==> src/rtl/knight_rider_scanner.sv <==
// knight_rider_scanner
//   Moving-dot LED scanner with four scan modes, a selectable step rate,
//   PWM brightness and a fading trail in trail mode. All three user inputs
//   are asynchronous push-buttons that are synchronised here.
//
// Ports:
//   clk          system clock
//   reset        synchronous, active-low reset (0 = reset)
//   change_rate  async button, each rising edge advances the rate index
//   change_mode  async button, each rising edge advances the scan mode
//   brightness   async button, each rising edge steps the brightness down
//   led          registered LED drive, OUT_WIDTH bits
//   rate_sel     current rate index (0..4)
//   mode_sel     current scan mode (0 bounce, 1 trail, 2 rotate, 3 mirror);
//                this is also the scanner FSM state

module knight_rider_scanner #(
    parameter int OUT_WIDTH = 8,
    parameter int CLK_FREQ  = 6000,
    parameter int CNT_WIDTH = 14,
    parameter int PWM_BITS  = 3,
    parameter int TRAIL_LEN = 3
) (
    input  logic                 clk,
    input  logic                 reset,
    input  logic                 change_rate,
    input  logic                 change_mode,
    input  logic                 brightness,
    output logic [OUT_WIDTH-1:0] led,
    output logic [2:0]           rate_sel,
    output logic [1:0]           mode_sel
);

    localparam int POS_W  = $clog2(OUT_WIDTH);
    localparam int LVL_W  = PWM_BITS + 1;
    localparam int HIST_N = TRAIL_LEN - 1;
    localparam int HIST_D = (HIST_N > 0) ? HIST_N : 1;

    localparam logic [1:0] MODE_BOUNCE = 2'd0;
    localparam logic [1:0] MODE_TRAIL  = 2'd1;
    localparam logic [1:0] MODE_ROTATE = 2'd2;
    localparam logic [1:0] MODE_MIRROR = 2'd3;

    localparam logic DIR_LEFT  = 1'b0;
    localparam logic DIR_RIGHT = 1'b1;

    localparam logic [POS_W-1:0] POS_LAST   = POS_W'(OUT_WIDTH - 1);
    localparam logic [POS_W-1:0] POS_HALF   = POS_W'(OUT_WIDTH / 2 - 1);
    localparam logic [LVL_W-1:0] LVL_MAX    = LVL_W'(2 ** PWM_BITS);

    localparam logic [CNT_WIDTH-1:0] RC_0 = CNT_WIDTH'(2 * CLK_FREQ - 1);
    localparam logic [CNT_WIDTH-1:0] RC_1 = CNT_WIDTH'(CLK_FREQ - 1);
    localparam logic [CNT_WIDTH-1:0] RC_2 = CNT_WIDTH'(CLK_FREQ / 2 - 1);
    localparam logic [CNT_WIDTH-1:0] RC_3 = CNT_WIDTH'(CLK_FREQ / 4 - 1);
    localparam logic [CNT_WIDTH-1:0] RC_4 = CNT_WIDTH'(CLK_FREQ / 8 - 1);

    // ------------------------------------------------------------------
    // Button synchronisers. Bit 0 rate, bit 1 mode, bit 2 brightness.
    // Two metastability flops, one edge flop, and a registered one-cycle
    // event pulse; the target register therefore moves on the 4th edge
    // after the pin rises.
    // ------------------------------------------------------------------
    logic [2:0] btn_pins;
    logic [2:0] sync1;
    logic [2:0] sync2;
    logic [2:0] prev;
    logic [2:0] ev;

    assign btn_pins = {brightness, change_mode, change_rate};

    always_ff @(posedge clk) begin
        if (!reset) begin
            sync1 <= '0;
            sync2 <= '0;
            prev  <= '0;
            ev    <= '0;
        end else begin
            sync1 <= btn_pins;
            sync2 <= sync1;
            prev  <= sync2;
            ev    <= sync2 & ~prev;
        end
    end

    logic rate_ev;
    logic mode_ev;
    logic bright_ev;

    assign rate_ev   = ev[0];
    assign mode_ev   = ev[1];
    assign bright_ev = ev[2];

    // ------------------------------------------------------------------
    // State
    // ------------------------------------------------------------------
    logic [CNT_WIDTH-1:0] rate_cnt;
    logic [CNT_WIDTH-1:0] rc_max;
    logic                 step;
    logic [POS_W-1:0]     pos;
    logic                 dir;
    logic [LVL_W-1:0]     bright_lvl;
    logic [PWM_BITS-1:0]  pwm_cnt;
    logic [POS_W-1:0]     hist_pos [HIST_D];
    logic [HIST_D-1:0]    hist_vld;

    // Unreachable indices 5..7 fall back to the reset rate.
    always_comb begin
        rc_max = RC_2;
        case (rate_sel)
            3'd0:    rc_max = RC_0;
            3'd1:    rc_max = RC_1;
            3'd2:    rc_max = RC_2;
            3'd3:    rc_max = RC_3;
            3'd4:    rc_max = RC_4;
            default: rc_max = RC_2;
        endcase
    end

    // >= rather than == so a switch to a faster rate while the counter is
    // already past the new limit steps on the very next cycle.
    assign step = (rate_cnt >= rc_max);

    // Next dot position on a step.
    logic [POS_W-1:0] pos_nxt;
    logic             dir_nxt;
    logic [POS_W-1:0] bounce_end;

    always_comb begin
        pos_nxt    = pos;
        dir_nxt    = dir;
        bounce_end = (mode_sel == MODE_MIRROR) ? POS_HALF : POS_LAST;
        if (mode_sel == MODE_ROTATE) begin
            pos_nxt = (pos == POS_LAST) ? '0 : pos + 1'b1;
        end else if (dir == DIR_LEFT) begin
            if (pos >= bounce_end) begin
                pos_nxt = bounce_end - 1'b1;
                dir_nxt = DIR_RIGHT;
            end else begin
                pos_nxt = pos + 1'b1;
            end
        end else begin
            if (pos == '0) begin
                pos_nxt = POS_W'(1);
                dir_nxt = DIR_LEFT;
            end else begin
                pos_nxt = pos - 1'b1;
            end
        end
    end

    always_ff @(posedge clk) begin
        if (!reset) begin
            rate_sel   <= 3'd2;
            mode_sel   <= MODE_BOUNCE;
            rate_cnt   <= '0;
            pos        <= '0;
            dir        <= DIR_LEFT;
            bright_lvl <= LVL_MAX;
            pwm_cnt    <= '0;
            hist_vld   <= '0;
            for (int k = 0; k < HIST_D; k++) begin
                hist_pos[k] <= '0;
            end
        end else begin
            pwm_cnt <= pwm_cnt + 1'b1;

            if (rate_ev) begin
                rate_sel <= (rate_sel >= 3'd4) ? 3'd0 : rate_sel + 3'd1;
            end

            if (bright_ev) begin
                bright_lvl <= (bright_lvl <= LVL_W'(1)) ? LVL_MAX : bright_lvl - 1'b1;
            end

            // A mode change restarts the scan and wins over a coincident step.
            if (mode_ev) begin
                mode_sel <= mode_sel + 2'd1;
                pos      <= '0;
                dir      <= DIR_LEFT;
                rate_cnt <= '0;
                hist_vld <= '0;
            end else if (step) begin
                rate_cnt <= '0;
                pos      <= pos_nxt;
                dir      <= dir_nxt;
                if (HIST_N > 0) begin
                    hist_pos[0] <= pos;
                    hist_vld[0] <= 1'b1;
                    for (int k = 1; k < HIST_N; k++) begin
                        hist_pos[k] <= hist_pos[k-1];
                        hist_vld[k] <= hist_vld[k-1];
                    end
                end
            end else begin
                rate_cnt <= rate_cnt + 1'b1;
            end
        end
    end

    // ------------------------------------------------------------------
    // LED image: per-position brightness level, then PWM compare.
    // History is scanned oldest first so the most recent (brightest)
    // entry wins when two land on one LED; the head is never overridden.
    // ------------------------------------------------------------------
    logic [OUT_WIDTH-1:0] led_img;
    logic [LVL_W-1:0]     lvl;

    always_comb begin
        led_img = '0;
        lvl     = '0;
        for (int i = 0; i < OUT_WIDTH; i++) begin
            lvl = '0;
            if (POS_W'(i) == pos) begin
                lvl = bright_lvl;
            end else if ((mode_sel == MODE_MIRROR) && (POS_W'(i) == (POS_LAST - pos))) begin
                lvl = bright_lvl;
            end else if (mode_sel == MODE_TRAIL) begin
                for (int k = HIST_N - 1; k >= 0; k--) begin
                    if (hist_vld[k] && (hist_pos[k] == POS_W'(i))) begin
                        lvl = bright_lvl >> (k + 1);
                    end
                end
            end
            led_img[i] = ({1'b0, pwm_cnt} < lvl);
        end
    end

    always_ff @(posedge clk) begin
        if (!reset) begin
            led <= '0;
        end else begin
            led <= led_img;
        end
    end

endmodule

==> config.mk <==
export PLATFORM = sky130hd
export DESIGN_NAME = knight_rider_scanner
export DESIGN_NICKNAME = d
export VERILOG_FILES = /design/src/rtl/knight_rider_scanner.sv
export SDC_FILE = /design/constraint.sdc
export NUM_CORES = 1
export LEC_CHECK = 0
export ABC_AREA = 1
export BUFFER_PORTS_ARGS = -buffer_cell sky130_fd_sc_hd__buf_2
export CAP_MARGIN = 20
export CORE_MARGIN = 5
export CORE_UTILIZATION = 64
export DETAILED_ROUTE_END_ITERATION = 10
export PLACE_DENSITY = 0.82
export REMOVE_ABC_BUFFERS = 1
export SLEW_MARGIN = 20
export SYNTH_ARGS = -nofsm -noshare
export SYNTH_HDL_FRONTEND = slang
export SYNTH_SLANG_ARGS = --single-unit
export TNS_END_PERCENT = 50
==> constraint.sdc <==
create_clock -name clk -period 7.5 [get_ports clk]
set_input_delay 0.375 -clock clk [delete_from_list [all_inputs] [get_ports clk]]
set_output_delay 0.375 -clock clk [all_outputs]
set_load 0.05 [all_outputs]
==> impl_metrics.prom <==
# TYPE chip_impl_metric gauge
chip_impl_metric{name="globalplace.congestion",unit=""} 0.929
chip_impl_metric{name="drt_first_iter_violations",unit=""} 196
chip_impl_metric{name="clock_sinks",unit=""} 58
chip_impl_metric{name="placed_area",unit="sq um"} 4290
chip_impl_metric{name="power_density_over_cell_area",unit="nW/um^2"} 158
chip_impl_metric{name="min_period",unit="ns"} 3.10
chip_impl_metric{name="initial_antenna_violation_count",unit=""} 0
chip_impl_info{name="endpoint_of_the_lowest_slack_register_to_register_path",value="hist_pos[0][5]"} 1
chip_impl_metric{name="dieArea",unit="sq um"} 8260
chip_impl_metric{name="worst_skew_pair.late_latency",unit="ns"} 0.35
chip_impl_metric{name="hold_violations",unit=""} 0
chip_impl_metric{name="area_growth",unit="%"} 7.08
chip_impl_metric{name="numCtsBuffers",unit=""} 9
chip_impl_metric{name="average_routed_wire_per_standard_cell",unit="um"} 13.1
chip_impl_metric{name="total_leakage_power",unit="nW"} 2.15
chip_impl_metric{name="drv_slew",unit=""} 0
chip_impl_info{name="status",value="complete, no violations"} 1
chip_impl_metric{name="r2r.worst_path.cells",unit=""} 12
chip_impl_metric{name="netlist_area",unit="sq um"} 4190
chip_impl_metric{name="ant_nets",unit=""} 0
chip_impl_metric{name="finalNonFillerCells",unit=""} 696
chip_impl_metric{name="dr.pass1.iters",unit=""} 6
chip_impl_metric{name="clkSlewWorstSetupHoldPaths",unit="ns"} 0.07
chip_impl_metric{name="io_pins",unit=""} 18
chip_impl_metric{name="yosys_warnings",unit=""} 0
chip_impl_metric{name="drt_drc_violations_left",unit=""} 0
chip_impl_metric{name="max_stage_delay",unit="ns"} 0.61
chip_impl_info{name="reg2reg_from",value="rate_sel[2]"} 1
chip_impl_metric{name="wire_length_of_the_first_global_routing_pass",unit="um"} 15600
chip_impl_metric{name="total_wire_length",unit="um"} 9080
chip_impl_info{name="worstPathCellList",value="clkinv_1 > nand2_1 > o21ai_0 > clkinv_1 > a211oi_1 > ha_1 > nand2_1 > nor4_1 > nand2_1 > nand2_2 > inv_1 > o21ai_0"} 1
chip_impl_info{name="hold_path_end",value="sync1[1]"} 1
chip_impl_info{name="worst_path_most_repeated_cell",value="sky130_fd_sc_hd__nand2_1"} 1
chip_impl_metric{name="reg2reg_slack",unit="ns"} 4.40
chip_impl_metric{name="die-height",unit="um"} 90.9
chip_impl_metric{name="ctsHtreeMaxLevel",unit=""} 3
chip_impl_info{name="cts_tree",value="built"} 1
chip_impl_metric{name="cts.hold.buffers_added",unit=""} 0
chip_impl_info{name="final_common_cell",value="sky130_fd_sc_hd__nand2_1"} 1
chip_impl_metric{name="cp.buffers_inverters",unit=""} 3
chip_impl_metric{name="core.rowCount",unit=""} 29
chip_impl_metric{name="avgSynthCellArea",unit="sq um"} 6.99
chip_impl_metric{name="place.port_buffers",unit=""} 17
chip_impl_metric{name="gate_count_of_the_mapped_netlist",unit=""} 599
chip_impl_info{name="cp-end-kind",value="register"} 1
chip_impl_metric{name="max_freq",unit="GHz"} 0.323
chip_impl_metric{name="clock-skew-final",unit="ns"} 0.0111
chip_impl_info{name="hold_class",value="in2reg"} 1
chip_impl_metric{name="final_nets",unit=""} 667
chip_impl_metric{name="irDropWorstVdd",unit="mV"} 0.207
chip_impl_info{name="layout.cells.most_common_list",value="169 x sky130_fd_sc_hd__nand2_1, 68 x sky130_fd_sc_hd__inv_1, 54 x sky130_fd_sc_hd__nor2_1"} 1
chip_impl_metric{name="max_cap_violations",unit=""} 0
chip_impl_metric{name="remaining_max_slew_budget_at_the_tightest_pin",unit="%"} 46.9
chip_impl_metric{name="crit_cells",unit=""} 12
chip_impl_metric{name="cts_setup_buffers",unit=""} 0
chip_impl_metric{name="holdWs",unit="ns"} 0.208
chip_impl_metric{name="stdcell_area",unit="sq um"} 4490
chip_impl_metric{name="crit_fanout",unit=""} 9
chip_impl_metric{name="pin_count_of_the_biggest_net_entering_global_routing",unit=""} 26
chip_impl_metric{name="final_layout_size_suffix_gt1_share",unit="%"} 13.6
chip_impl_metric{name="count_of_unique_library_cells_instantiated_by_yosys",unit=""} 39
chip_impl_metric{name="post_cts_sizing_count",unit=""} 0
chip_impl_metric{name="initial_core_utilization",unit="%"} 66.0
chip_impl_metric{name="route.vias.total",unit=""} 3844
chip_impl_metric{name="worstPathArrival",unit="ns"} 3.07
chip_impl_metric{name="worst-slew-pin-transition",unit="ns"} 0.795
chip_impl_info{name="start_to_end_type_of_the_worst_setup_path",value="reg2reg"} 1
chip_impl_metric{name="detailed_place_hpwl",unit="um"} 6810
chip_impl_info{name="clk_root_buffer_cell",value="sky130_fd_sc_hd__clkbuf_8"} 1
chip_impl_info{name="grt_setup_unrepaired",value="no"} 1
chip_impl_metric{name="post_drt_via_cell_ratio",unit=""} 5.52
chip_impl_metric{name="timing.critical_path.required",unit="ns"} 7.48
chip_impl_metric{name="global_route.usage.total",unit="%"} 22.7
chip_impl_metric{name="antenna_cells_inserted",unit=""} 0
chip_impl_metric{name="die_width",unit="um"} 90.9
chip_impl_info{name="worst_setup_path_start_kind",value="register"} 1
chip_impl_info{name="hp-start",value="change_mode"} 1
chip_impl_metric{name="core-area",unit="sq um"} 6350
chip_impl_metric{name="gr-total-overflow",unit=""} 0
chip_impl_metric{name="synth.ff_latch_count",unit=""} 58
chip_impl_metric{name="final.period_utilization",unit="%"} 41.3
chip_impl_metric{name="placedCellCount",unit=""} 680
chip_impl_info{name="crit_path_top_delay_cell",value="sky130_fd_sc_hd__o21ai_0"} 1
chip_impl_metric{name="tns",unit="ns"} 0
chip_impl_metric{name="synth_seq_area_share",unit="%"} 29.2
chip_impl_info{name="cpLargestDelayFamily",value="compound AO/OA/AOI/OAI gates"} 1
chip_impl_metric{name="maximum_clock_insertion_buffer_count",unit=""} 2
chip_impl_metric{name="holdPathStages",unit=""} 3
chip_impl_metric{name="grt_pass1_vias",unit=""} 3440
chip_impl_metric{name="setup_viol_count_final",unit=""} 0
routing by layer:
| layer | vias to the layer above | global-route usage, % | wire [um] |
|---|---|---|---|
| met2 | 125 | 36.3 | 4100 |
| met4 | 0 | 7.46 | 116 |
| met3 | 16 | 4.67 | 509 |
| li1 | 1969 | - | - |
| met1 | 1734 | 30.5 | 4360 |
| met5 | - | 0 | 0 |
layout make-up:
type,instances,area [sq um]
clock buffer,12,145
timing repair buffer,17,85.1
clock inverter,4,51.3
sequential,58,1220
inverter,81,312
multi-input combinational,447,2570
tap,77,96.3
fill,547,1860
where the power goes:
part	total, mW	internal (mW)	switching, mW
Combinational	0.0814	0.0258	0.0556
Clock	0.289	0.163	0.127
Sequential	0.338	0.325	0.0132
Total	0.709	0.513	0.196
state kept, by name, indices dropped and copies added (netlist names):
register    count
pos             3
hist_pos        6
rate_sel        3
sync2           3
led             8
sync1           3
ev              3
hist_vld        2
dir             1
pwm_cnt         3
prev            3
bright_lvl      4
rate_cnt       14
mode_sel        2
worst min-delay path, stage by stage:
cell                      delay (ns)
sky130_fd_sc_hd__buf_2          0.07
sky130_fd_sc_hd__nand2_1        0.04
sky130_fd_sc_hd__inv_1          0.04
worst max-delay path by stage:
stage                start        endpoint  slack (ns)
3_3_place_gp   rate_sel[2]  hist_pos[0][3]        4.57
6_report       rate_sel[2]  hist_pos[0][5]        4.40
2_1_floorplan  rate_sel[2]  hist_pos[0][0]        4.39
5_1_grt        rate_sel[2]  hist_pos[0][3]        4.08
4_1_cts        rate_sel[2]  hist_pos[0][3]        4.39
3_5_place_dp   rate_sel[2]  hist_pos[0][3]        4.44
stage by stage:
stage / power (mW) / setup WS [ns] / util, %
floorplan: 0.405 / 4.39 / -
global placement: 0.423 / 4.57 / 67.5
detailed placement: 0.426 / 4.44 / 67.5
CTS: 0.715 / 4.39 / 70.6
global route: 0.744 / 4.08 / 70.6
finish: 0.709 / 4.40 / 70.6
synthesized netlist by cell type, drive strengths merged:
cell	n	area [sq um]
a211oi	3	22.5
a21boi	8	60.1
a21oi	30	173
a22oi	3	22.5
a311oi	1	8.76
a32o	1	10.0
a32oi	3	26.3
buf	6	55.1
clkbuf	7	26.3
clkinv	3	11.3
dfxtp	52	1040
edfxtp	6	180
ha	48	601
inv	78	300
nand2	182	736
nand3	40	225
nand4	2	12.5
nor2	67	299
nor3	18	113
nor4	2	12.5
o211ai	4	30.0
o21ai	24	135
o21bai	2	15.0
or2	2	12.5
xnor2	2	17.5
xor2	5	43.8
logic make-up (layout without fill, tap and decap cells):
logic type,after synthesis,after routing,share of synthesized area (%)
AND/OR/NAND/NOR,313,313,33.7
buffers and inverters,94,114,9.38
AO/OA/AOI/OAI,79,79,12.0
flip-flops,58,58,29.2
adder cells (fa/ha/maj),48,48,14.3
XOR/XNOR,7,7,1.46
No activity file was read; power rests on OpenSTA's default activity.
